===== config.mk =====
export PLATFORM = sky130hd
export DESIGN_NAME = multi_key_input
export DESIGN_NICKNAME = d
export VERILOG_FILES = /design/src/rtl/multi_key_input.sv
export SDC_FILE = /design/constraint.sdc
export NUM_CORES = 1
export LEC_CHECK = 0
export CAP_MARGIN = 5
export CORE_MARGIN = 1
export CORE_UTILIZATION = 55
export DETAILED_ROUTE_END_ITERATION = 8
export GPL_TIMING_DRIVEN = 1
export PLACE_DENSITY_LB_ADDON = 0.15
export SYNTH_ARGS = -nofsm -noshare
export SYNTH_HDL_FRONTEND = slang
export SYNTH_SLANG_ARGS = --single-unit

===== constraint.sdc =====
create_clock -name clock -period 2.35 [get_ports clock]
set_clock_uncertainty 0.2 [all_clocks]
set_input_delay 0.47 -clock clock [delete_from_list [all_inputs] [get_ports clock]]
set_output_delay 0.47 -clock clock [all_outputs]
set_load 0.03 [all_outputs]

===== src/rtl/multi_key_input.sv =====
// Multi-channel key front end: synchronizer, debouncer, rising-edge detector and
// tick-paced event emitter per channel. Define AUTO_REPEAT_EN to build auto-repeat.
module multi_key_input #(
  parameter int N_KEYS      = 4,
  parameter int SYNC_STAGES = 2,
  parameter int DEB_CYCLES  = 8,
  parameter int DAS_TICKS   = 4,
  parameter int ARR_TICKS   = 2
) (
  input  logic              clock,
  input  logic              resetn,
  input  logic [N_KEYS-1:0] keys_raw,
  input  logic              tick_input,
  input  logic [N_KEYS-1:0] repeat_en,
  output logic [N_KEYS-1:0] key_level,
  output logic [N_KEYS-1:0] button
);

  localparam int DEB_W = $clog2(DEB_CYCLES + 1);
  localparam logic [DEB_W-1:0] DEB_LAST = DEB_W'(DEB_CYCLES - 1);

`ifdef AUTO_REPEAT_EN
  localparam int RPT_MAX = (DAS_TICKS > ARR_TICKS) ? DAS_TICKS : ARR_TICKS;
  localparam int RPT_W   = $clog2(RPT_MAX + 1);
  localparam logic [RPT_W-1:0] DAS_LAST = RPT_W'(DAS_TICKS - 1);
  localparam logic [RPT_W-1:0] ARR_LAST = RPT_W'(ARR_TICKS - 1);

  typedef enum logic [1:0] {
    RPT_IDLE   = 2'd0,
    RPT_DELAY  = 2'd1,
    RPT_REPEAT = 2'd2
  } rpt_state_e;
`else
  logic [31:0] unused_cfg_s;
  assign unused_cfg_s = 32'(DAS_TICKS) ^ 32'(ARR_TICKS) ^ 32'(repeat_en);
`endif

  for (genvar i = 0; i < N_KEYS; i++) begin : g_chan
    logic [SYNC_STAGES-1:0] sync_q, sync_d;
    logic [DEB_W-1:0]       deb_cnt_q, deb_cnt_d;
    logic                   level_q, level_d;
    logic                   level_dly_q, level_dly_d;
    logic                   edge_q, edge_d;
    logic                   pend_q, pend_d;
    logic                   button_q, button_d;
    logic                   sync_s;
    logic                   fire_s;

    // Synchronizer, debounce, edge detect and tick-aligned emission next-state.
    always_comb begin
      sync_d      = {sync_q[SYNC_STAGES-2:0], keys_raw[i]};
      sync_s      = sync_q[SYNC_STAGES-1];
      level_d     = level_q;
      deb_cnt_d   = {DEB_W{1'b0}};
      if (sync_s == level_q) begin
        deb_cnt_d = {DEB_W{1'b0}};
      end else if (deb_cnt_q == DEB_LAST) begin
        level_d   = ~level_q;
        deb_cnt_d = {DEB_W{1'b0}};
      end else begin
        deb_cnt_d = deb_cnt_q + DEB_W'(1);
      end
      level_dly_d = level_q;
      edge_d      = level_q & ~level_dly_q;
      button_d    = tick_input & (pend_q | edge_q | fire_s);
      // A tick emits whatever is outstanding, so pending never survives one.
      if (tick_input) begin
        pend_d = 1'b0;
      end else begin
        pend_d = pend_q | edge_q | fire_s;
      end
    end

    // Channel state registers with synchronous active-low reset.
    always_ff @(posedge clock) begin
      if (!resetn) begin
        sync_q      <= {SYNC_STAGES{1'b0}};
        deb_cnt_q   <= {DEB_W{1'b0}};
        level_q     <= 1'b0;
        level_dly_q <= 1'b0;
        edge_q      <= 1'b0;
        pend_q      <= 1'b0;
        button_q    <= 1'b0;
      end else begin
        sync_q      <= sync_d;
        deb_cnt_q   <= deb_cnt_d;
        level_q     <= level_d;
        level_dly_q <= level_dly_d;
        edge_q      <= edge_d;
        pend_q      <= pend_d;
        button_q    <= button_d;
      end
    end

    assign key_level[i] = level_q;
    assign button[i]    = button_q;

`ifdef AUTO_REPEAT_EN
    rpt_state_e       state_q, state_d;
    logic [RPT_W-1:0] rpt_cnt_q, rpt_cnt_d;
    logic             fire_c;

    // Repeat FSM next-state. The tick that serves the press itself is not
    // counted, so the first repeat lands DAS_TICKS ticks after the press pulse.
    always_comb begin
      state_d   = state_q;
      rpt_cnt_d = rpt_cnt_q;
      fire_c    = 1'b0;
      if (!level_q || !repeat_en[i]) begin
        state_d   = RPT_IDLE;
        rpt_cnt_d = {RPT_W{1'b0}};
      end else begin
        case (state_q)
          RPT_IDLE: begin
            if (edge_q) begin
              state_d   = RPT_DELAY;
              rpt_cnt_d = {RPT_W{1'b0}};
            end else begin
              state_d   = RPT_IDLE;
            end
          end
          RPT_DELAY: begin
            if (tick_input && !pend_q) begin
              if (rpt_cnt_q == DAS_LAST) begin
                fire_c    = 1'b1;
                state_d   = RPT_REPEAT;
                rpt_cnt_d = {RPT_W{1'b0}};
              end else begin
                rpt_cnt_d = rpt_cnt_q + RPT_W'(1);
              end
            end else begin
              rpt_cnt_d = rpt_cnt_q;
            end
          end
          RPT_REPEAT: begin
            if (tick_input) begin
              if (rpt_cnt_q == ARR_LAST) begin
                fire_c    = 1'b1;
                rpt_cnt_d = {RPT_W{1'b0}};
              end else begin
                rpt_cnt_d = rpt_cnt_q + RPT_W'(1);
              end
            end else begin
              rpt_cnt_d = rpt_cnt_q;
            end
          end
          default: begin
            state_d   = RPT_IDLE;
            rpt_cnt_d = {RPT_W{1'b0}};
          end
        endcase
      end
    end

    // Repeat FSM state register.
    always_ff @(posedge clock) begin
      if (!resetn) begin
        state_q   <= RPT_IDLE;
        rpt_cnt_q <= {RPT_W{1'b0}};
      end else begin
        state_q   <= state_d;
        rpt_cnt_q <= rpt_cnt_d;
      end
    end

    assign fire_s = fire_c;
`else
    assign fire_s = 1'b0;
`endif
  end

endmodule


==> Word-level counts from Yosys, hierarchy flattened <==
Index checks and enable logic that the tools add are counted.
{ "word_totals": {"regBits": 44, "input_bits": 11, "output_inout_bits": 8} }
{ "classes": {"n_addsub": 4, "reduce_logical": 9, "eq_ne": 8, "n_bitwise": 25} }
{ "ops": {"columns": ["operator", "count"], "rows": [
  ["$add 4x1->4 const B", 4],
  ["$eq 4x3->1 const B", 4],
  ["$not 1->1", 13],
  ["$reduce_or 3->1", 4],
  ["$and 1x1->1", 8],
  ["$reduce_and 2->1", 4],
  ["$eq 1x1->1", 4],
  ["$or 1x1->1", 4],
  ["$reduce_or 2->1", 1]
]} }

==> Logic depth before layout (Yosys ltp) <==
Gate-level depths: netlist of the first run.
{ "logic_depth": {"ltp_word": 3, "depth_mapped": 4} }

==> Least setup slack after synthesis of the first run <==
Ideal clock, no wire load.
{ "synth_path": {"kind": "flip-flop to flip-flop", "start": "register g_chan[2].deb_cnt_q[0]", "end": "register g_chan[2].level_q", "arrival_ps": 872, "required_time_ps": 2034, "n_path_buf": 0, "path_slack_ps": 1162, "synth_period_minus_slack_ps": 1188, "path_stages_with_launch": 5, "setup_time_ps": 116, "cell_sequence": "dfxtp_1 ha_1 nand3b_1 mux2i_1 nor2b_1"} }
{ "synth_via": {"elab_chain_cells": 2} }
{ "synth_rtl": {"columns": ["element", "line", "text"], "rows": [
  ["start, declared", "40", "logic [DEB_W-1:0] deb_cnt_q, deb_cnt_d;"],
  ["start signal, assigned", "78", "deb_cnt_q <= {DEB_W{1'b0}};"],
  ["start signal, assigned", "86", "deb_cnt_q <= deb_cnt_d;"],
  ["$eq 4x3->1", "57", "end else if (deb_cnt_q == DEB_LAST) begin"],
  ["$reduce_and 2->1 (no line)", null, null],
  ["end signal, assigned", "87", "level_q <= level_d;"],
  ["end, declared", "41", "logic level_q, level_d;"]
]} }
No other way between the ends.
A chain may end at the register's enable or synchronous reset.

==> Worst setup path in the final report of the first run <==
{ "layout_path": {"start": "register g_chan[3].level_q", "end": "output port key_level[3]"} }
{ "layout_lines": {"columns": ["element", "line", "text"], "rows": [
  ["start, declared", "41", null],
  ["start signal, assigned", "87", null],
  ["end, declared", "15", "output logic [N_KEYS-1:0] key_level,"]
]} }
No word-level cell between the ends.

==> results of run 1 <==
cell type report:
cell class	instances	area, sq um
sequential	44	881
fill	222	845
multi-input combinational	82	536
timing repair buffer	15	148
clock buffer	6	51.3
tap	30	37.5
inverter	4	15.0
clock inverter	2	10.0
metal layers:
metal	track usage	vias up	routed length, microns
met4	0.103	0	40
met2	0.260	19	835
met1	0.189	388	908
met3	0.0583	5	100
met5	0	-	0
li1	-	456	-
through the flow:
step	instances	util	hold slack, ps	instance area, sq um	power, mW
final	183	0.665	174	1680	1.16
after global routing	183	0.665	194	1680	1.21
after CTS	183	0.665	187	1680	1.17
after detailed placement	175	0.641	171	1620	0.808
after global placement	175	0.641	172	1620	0.806
after floorplan	140	-	167	1510	0.793
worst paths after layout:
path                                         to                               start  depth (start not counted)  slack (ps)
min                 g_chan[3].edge_q$_SDFF_PN0_    g_chan[3].level_dly_q$_SDFF_PN0_                          1         170
max reg2reg  g_chan[2].level_dly_d$_SDFFE_PN0P_   g_chan[2].deb_cnt_q[0]$_SDFF_PP0_                          4        1070
max                                key_level[3]  g_chan[3].level_dly_d$_SDFFE_PN0P_                          1         220
min reg2reg         g_chan[3].edge_q$_SDFF_PN0_    g_chan[3].level_dly_q$_SDFF_PN0_                          1         170
sequential cells by signal, summed over array words and instances, names as in the netlist:
register,count
g_chan.pend_q,4
g_chan.level_dly_q,4
g_chan.button_q,4
g_chan.level_dly_d,4
g_chan.sync_q,8
g_chan.deb_cnt_q,16
g_chan.edge_q,4
cells by family (layout without fill, tap and decap cells):
| group | Yosys count | after routing |
|---|---|---|
| XOR/XNOR | 12 | 12 |
| buffers and inverters | 14 | 27 |
| multiplexers | 4 | 4 |
| AND/OR/NAND/NOR | 62 | 62 |
| adder cells (fa/ha/maj) | 4 | 4 |
| flip-flops | 44 | 44 |
cell usage after synthesis, drive strengths merged:
library cell | instances | share of area
nand2 | 1 | 0.0025
and3 | 4 | 0.017
clkbuf | 1 | 0.0033
mux2i | 4 | 0.027
inv | 4 | 0.010
ha | 4 | 0.033
nor2b | 8 | 0.033
dfxtp | 44 | 0.58
and2 | 12 | 0.050
nand2b | 1 | 0.0042
xor2 | 12 | 0.070
nand3 | 8 | 0.040
nor2 | 24 | 0.060
buf | 9 | 0.047
nand3b | 4 | 0.020
power breakdown:
group	total (mW)	internal, mW	switching, mW	leakage, nW
clock network	0.366	0.143	0.223	0.0380
registers	0.758	0.754	0.00380	0.356
logic	0.0323	0.0177	0.0145	0.351
total	1.16	0.914	0.242	0.746
==> results_dict.tcl, run 1 <==
set metrics [dict create \
    worst-path-buf-inv 1 \
    postSynthNetCount 155 \
    mostFrequentLayoutCells "dfxtp_1 (44), nor2_1 (24), clkdlybuf4s50_1 (14)" \
    grt_pass1_vias 799 \
    drc_errors 0 \
    p_leak_nw 0.746 \
    relSlewSlack 0.786 \
    yosys.area_share.simple 0.226 \
    worst_pin_slew_ps 320 \
    root_buffer "clkbuf_4" \
    hp-class "register to register" \
    critPathTopFamily "buffers and inverters" \
    hold_viol 0 \
    synth_area_sq_mm 0.00151 \
    cts-resized-gates 0 \
    synth_xor_xnor_area_share 0.0697 \
    synth_mux_area_frac 0.0266 \
    grt_pass1_wl_mm 3.26 \
    max_freq_ghz 0.470 \
    place_congestion 0.630 \
    grt_max_degree 27 \
    worstSetupEndpointType "output pin" \
    area_growth_pct 11.3 \
    ant_nets 0 \
    final_nets 167 \
    fin_crit_ps 2130 \
    clock_path_buffers 2 \
    ys.warnings.count 0 \
    cts.htree.levels 2 \
    place_ws_ps 606 \
    n_antenna_cell 0 \
    setup_tns_ps 0 \
    io_pins 19 \
    cp.required_ps 1680 \
    synth-compound-area-share 0 \
    antenna_found_initial 0 \
    syn_inst 140 \
    dp_hpwl_mm 1.33 \
    worstSetupPathType "register to output pin" \
    io_buffers 14 \
    wl_mm 1.88 \
    setup_ws_ps 222 \
    slowest_delay_ps 690 \
    synth.avg_cell_area_sq_um 10.8 \
    rows 18 \
    synthAdderAreaFrac 0.0332 \
    setup_viol 0 \
    cts_tree "done" \
    vias 868 \
    overflow 0 \
    ys_seq_elements 44 \
    outcome "completed" \
    ir_drop_uv 526 \
    cp-start-kind "register" \
    final_common_cell "dfxtp_1" \
    grtUsageTotal 0.165 \
    ctsHoldBuffers 0 \
    viasPerCell 4.74 \
    dieWidth_microns 54.4 \
    clkTransAtPathRegs_ps 120 \
    clk-insertion-delay-late_ps 340 \
    drv_cap 0 \
    initial_utilization 0.598 \
    crit_fanout 4 \
    drive_gt1_frac 0.0850 \
    path_cells "clkdlybuf4s50_1" \
    cts_setup_buffers 0 \
    first_iter_violations 7 \
    synth.distinct_cells 17 \
    die_h_microns 54.4 \
    period_share 0.906 \
    rsz0062_at_grt "false" \
    cts_buffers 5 \
    first_pass_iters 2 \
    slew_viol_final 0 \
    die-area_sq_mm 0.00295 \
    cp.arrival_ps 1460 \
    cpMaxStageDelayCell "clkdlybuf4s50_1" \
    p_per_area_mw_per_mm2 689 \
    synth_top_family_by_area "simple AND/OR/NAND/NOR gates" \
    core-area_sq_mm 0.00252 \
    wire_per_inst_microns 10.3 \
    cts.sinks 44 \
    synth_seq_area_share 0.584 \
]
Power figures use the tool's default switching activity.
==> run 2, diff against run 1 <==
- CORE_UTILIZATION: 55 -> 53
- clock period: 2.35 -> 2.4 ns (I/O delays scaled with it)
==> run 2 against run 1 <==
  * Hold slack better by 13 ps
  * Via count is 2.0% lower
  * Combinational power is 4% lower
  * Highest routed layer unchanged
  * Largest cell class unchanged
==> results_dict.tcl, run 2 (synthesis results as in run 1) <==
set metrics [dict create \
    outcome "completed" \
    cpMaxStageDelayCell "clkdlybuf4s50_1" \
    max_freq_ghz 0.473 \
    place_congestion 0.655 \
    cts_buffers 5 \
    cts.htree.levels 2 \
    p_per_area_mw_per_mm2 680 \
    grtUsageTotal 0.147 \
    regMostFlops "g_chan.deb_cnt_q" \
    setup_tns_ps 0 \
    reg2reg_depth 4 \
    n_antenna_cell 0 \
    rrSetupSlack_ps 1100 \
    fin_crit_ps 2120 \
    io_buffers 14 \
    first_iter_violations 8 \
    die-area_sq_mm 0.00306 \
    drive_gt1_frac 0.0789 \
    core-area_sq_mm 0.00259 \
    worst_pin_slew_ps 308 \
    area_growth_pct 11.5 \
    clk-insertion-delay-late_ps 340 \
    r2r_start "g_chan[3].deb_cnt_q[0]$_SDFF_PP0_" \
    antenna_found_initial 0 \
    cts_setup_buffers 0 \
    wire_per_inst_microns 10.2 \
    period_share 0.881 \
    ant_nets 0 \
    clock_path_buffers 2 \
    hp-class "register to register" \
    p_leak_nw 0.745 \
    crit_fanout 4 \
    setup_ws_ps 285 \
    initial_utilization 0.582 \
    rows 18 \
    worst-path-buf-inv 1 \
    final_common_cell "dfxtp_1" \
    path_cells "clkdlybuf4s50_1" \
    overflow 0 \
    ir_drop_uv 600 \
    root_buffer "clkbuf_4" \
    holdPathStages 1 \
    cts_tree "done" \
    place_ws_ps 645 \
    clkTransAtPathRegs_ps 110 \
    cp-start-kind "register" \
    relSlewSlack 0.794 \
    hold_ws_ps 187 \
    drv_cap 0 \
    setup_viol 0 \
    fin_util 0.649 \
    drc_errors 0 \
    ctsHoldBuffers 0 \
    vias 851 \
    hp-start "g_chan[0].level_dly_q$_SDFF_PN0_" \
    cp.arrival_ps 1440 \
    top_regs "g_chan.deb_cnt_q x16, g_chan.sync_q x8" \
    num-fill-cells 214 \
    die_h_microns 55.3 \
    mostFrequentLayoutCells "dfxtp_1 (44), nor2_1 (24), clkdlybuf4s50_1 (14)" \
    io_pins 19 \
    critPathTopFamily "buffers and inverters" \
    first_pass_iters 3 \
    viasPerCell 4.68 \
    hold_viol 0 \
    timing.rr.end "g_chan[3].level_dly_d$_SDFFE_PN0P_" \
    slowest_delay_ps 690 \
    rsz0062_at_grt "false" \
    largest_reg_flops 16 \
    slew_viol_final 0 \
    cp.required_ps 1720 \
    cts.sinks 44 \
    worstSetupPathType "register to output pin" \
    holdPathEnd "g_chan[0].edge_q$_SDFF_PN0_" \
    wl_mm 1.86 \
    dp_hpwl_mm 1.34 \
    dieWidth_microns 55.3 \
    grt_pass1_wl_mm 3.48 \
    cts-resized-gates 0 \
    final_nets 167 \
    worstSetupEndpointType "output pin" \
    grt_max_degree 27 \
    grt_pass1_vias 829 \
]
[run 2: stage by stage]
| stage | instances | total power [mW] | cell area (sq um) |
|---|---|---|---|
| 4_1_cts | 182 | 1.17 | 1680 |
| 3_5_place_dp | 175 | 0.791 | 1620 |
| 5_1_grt | 182 | 1.21 | 1680 |
| 2_1_floorplan | 140 | 0.776 | 1510 |
| 3_3_place_gp | 175 | 0.789 | 1620 |
| 6_report | 182 | 1.14 | 1680 |
[run 2: worst max-delay path by stage]
| stage | startpoint | to | cells after the start |
|---|---|---|---|
| detailed placement | resetn | g_chan[1].pend_q$_SDFF_PP0_ | 4 |
| finish | g_chan[3].level_dly_d$_SDFFE_PN0P_ | key_level[3] | 1 |
| CTS | g_chan[3].level_dly_d$_SDFFE_PN0P_ | key_level[3] | 1 |
| global route | g_chan[0].level_dly_d$_SDFFE_PN0P_ | key_level[0] | 1 |
| floorplan | g_chan[0].level_dly_d$_SDFFE_PN0P_ | key_level[0] | 1 |
| global placement | resetn | g_chan[0].edge_q$_SDFF_PN0_ | 4 |
[run 2: routing by layer]
layer,part of all wire,vias to the layer above,routed length (microns),track usage
met2,0.45,19,839,0.215
met4,0.020,0,38,0.0643
met5,0,-,0,0
li1,-,460,-,-
met1,0.47,368,883,0.183
met3,0.053,4,99,0.0703
[run 2: cell type report]
cell class,count,area (sq um),share of cell area
tap,30,37.5,0.0223
multi-input combinational,82,536,0.318
clock buffer,7,65.1,0.0387
timing repair buffer,15,148,0.0878
sequential,44,881,0.524
inverter,4,15.0,0.00893
[run 2: where the power goes]
group | switching (mW) | internal, mW | total (mW) | leakage [nW]
Clock | 0.205 | 0.166 | 0.371 | 0.0374
Sequential | 0.00396 | 0.738 | 0.742 | 0.356
Combinational | 0.0138 | 0.0173 | 0.0311 | 0.351
Total | 0.222 | 0.922 | 1.14 | 0.745
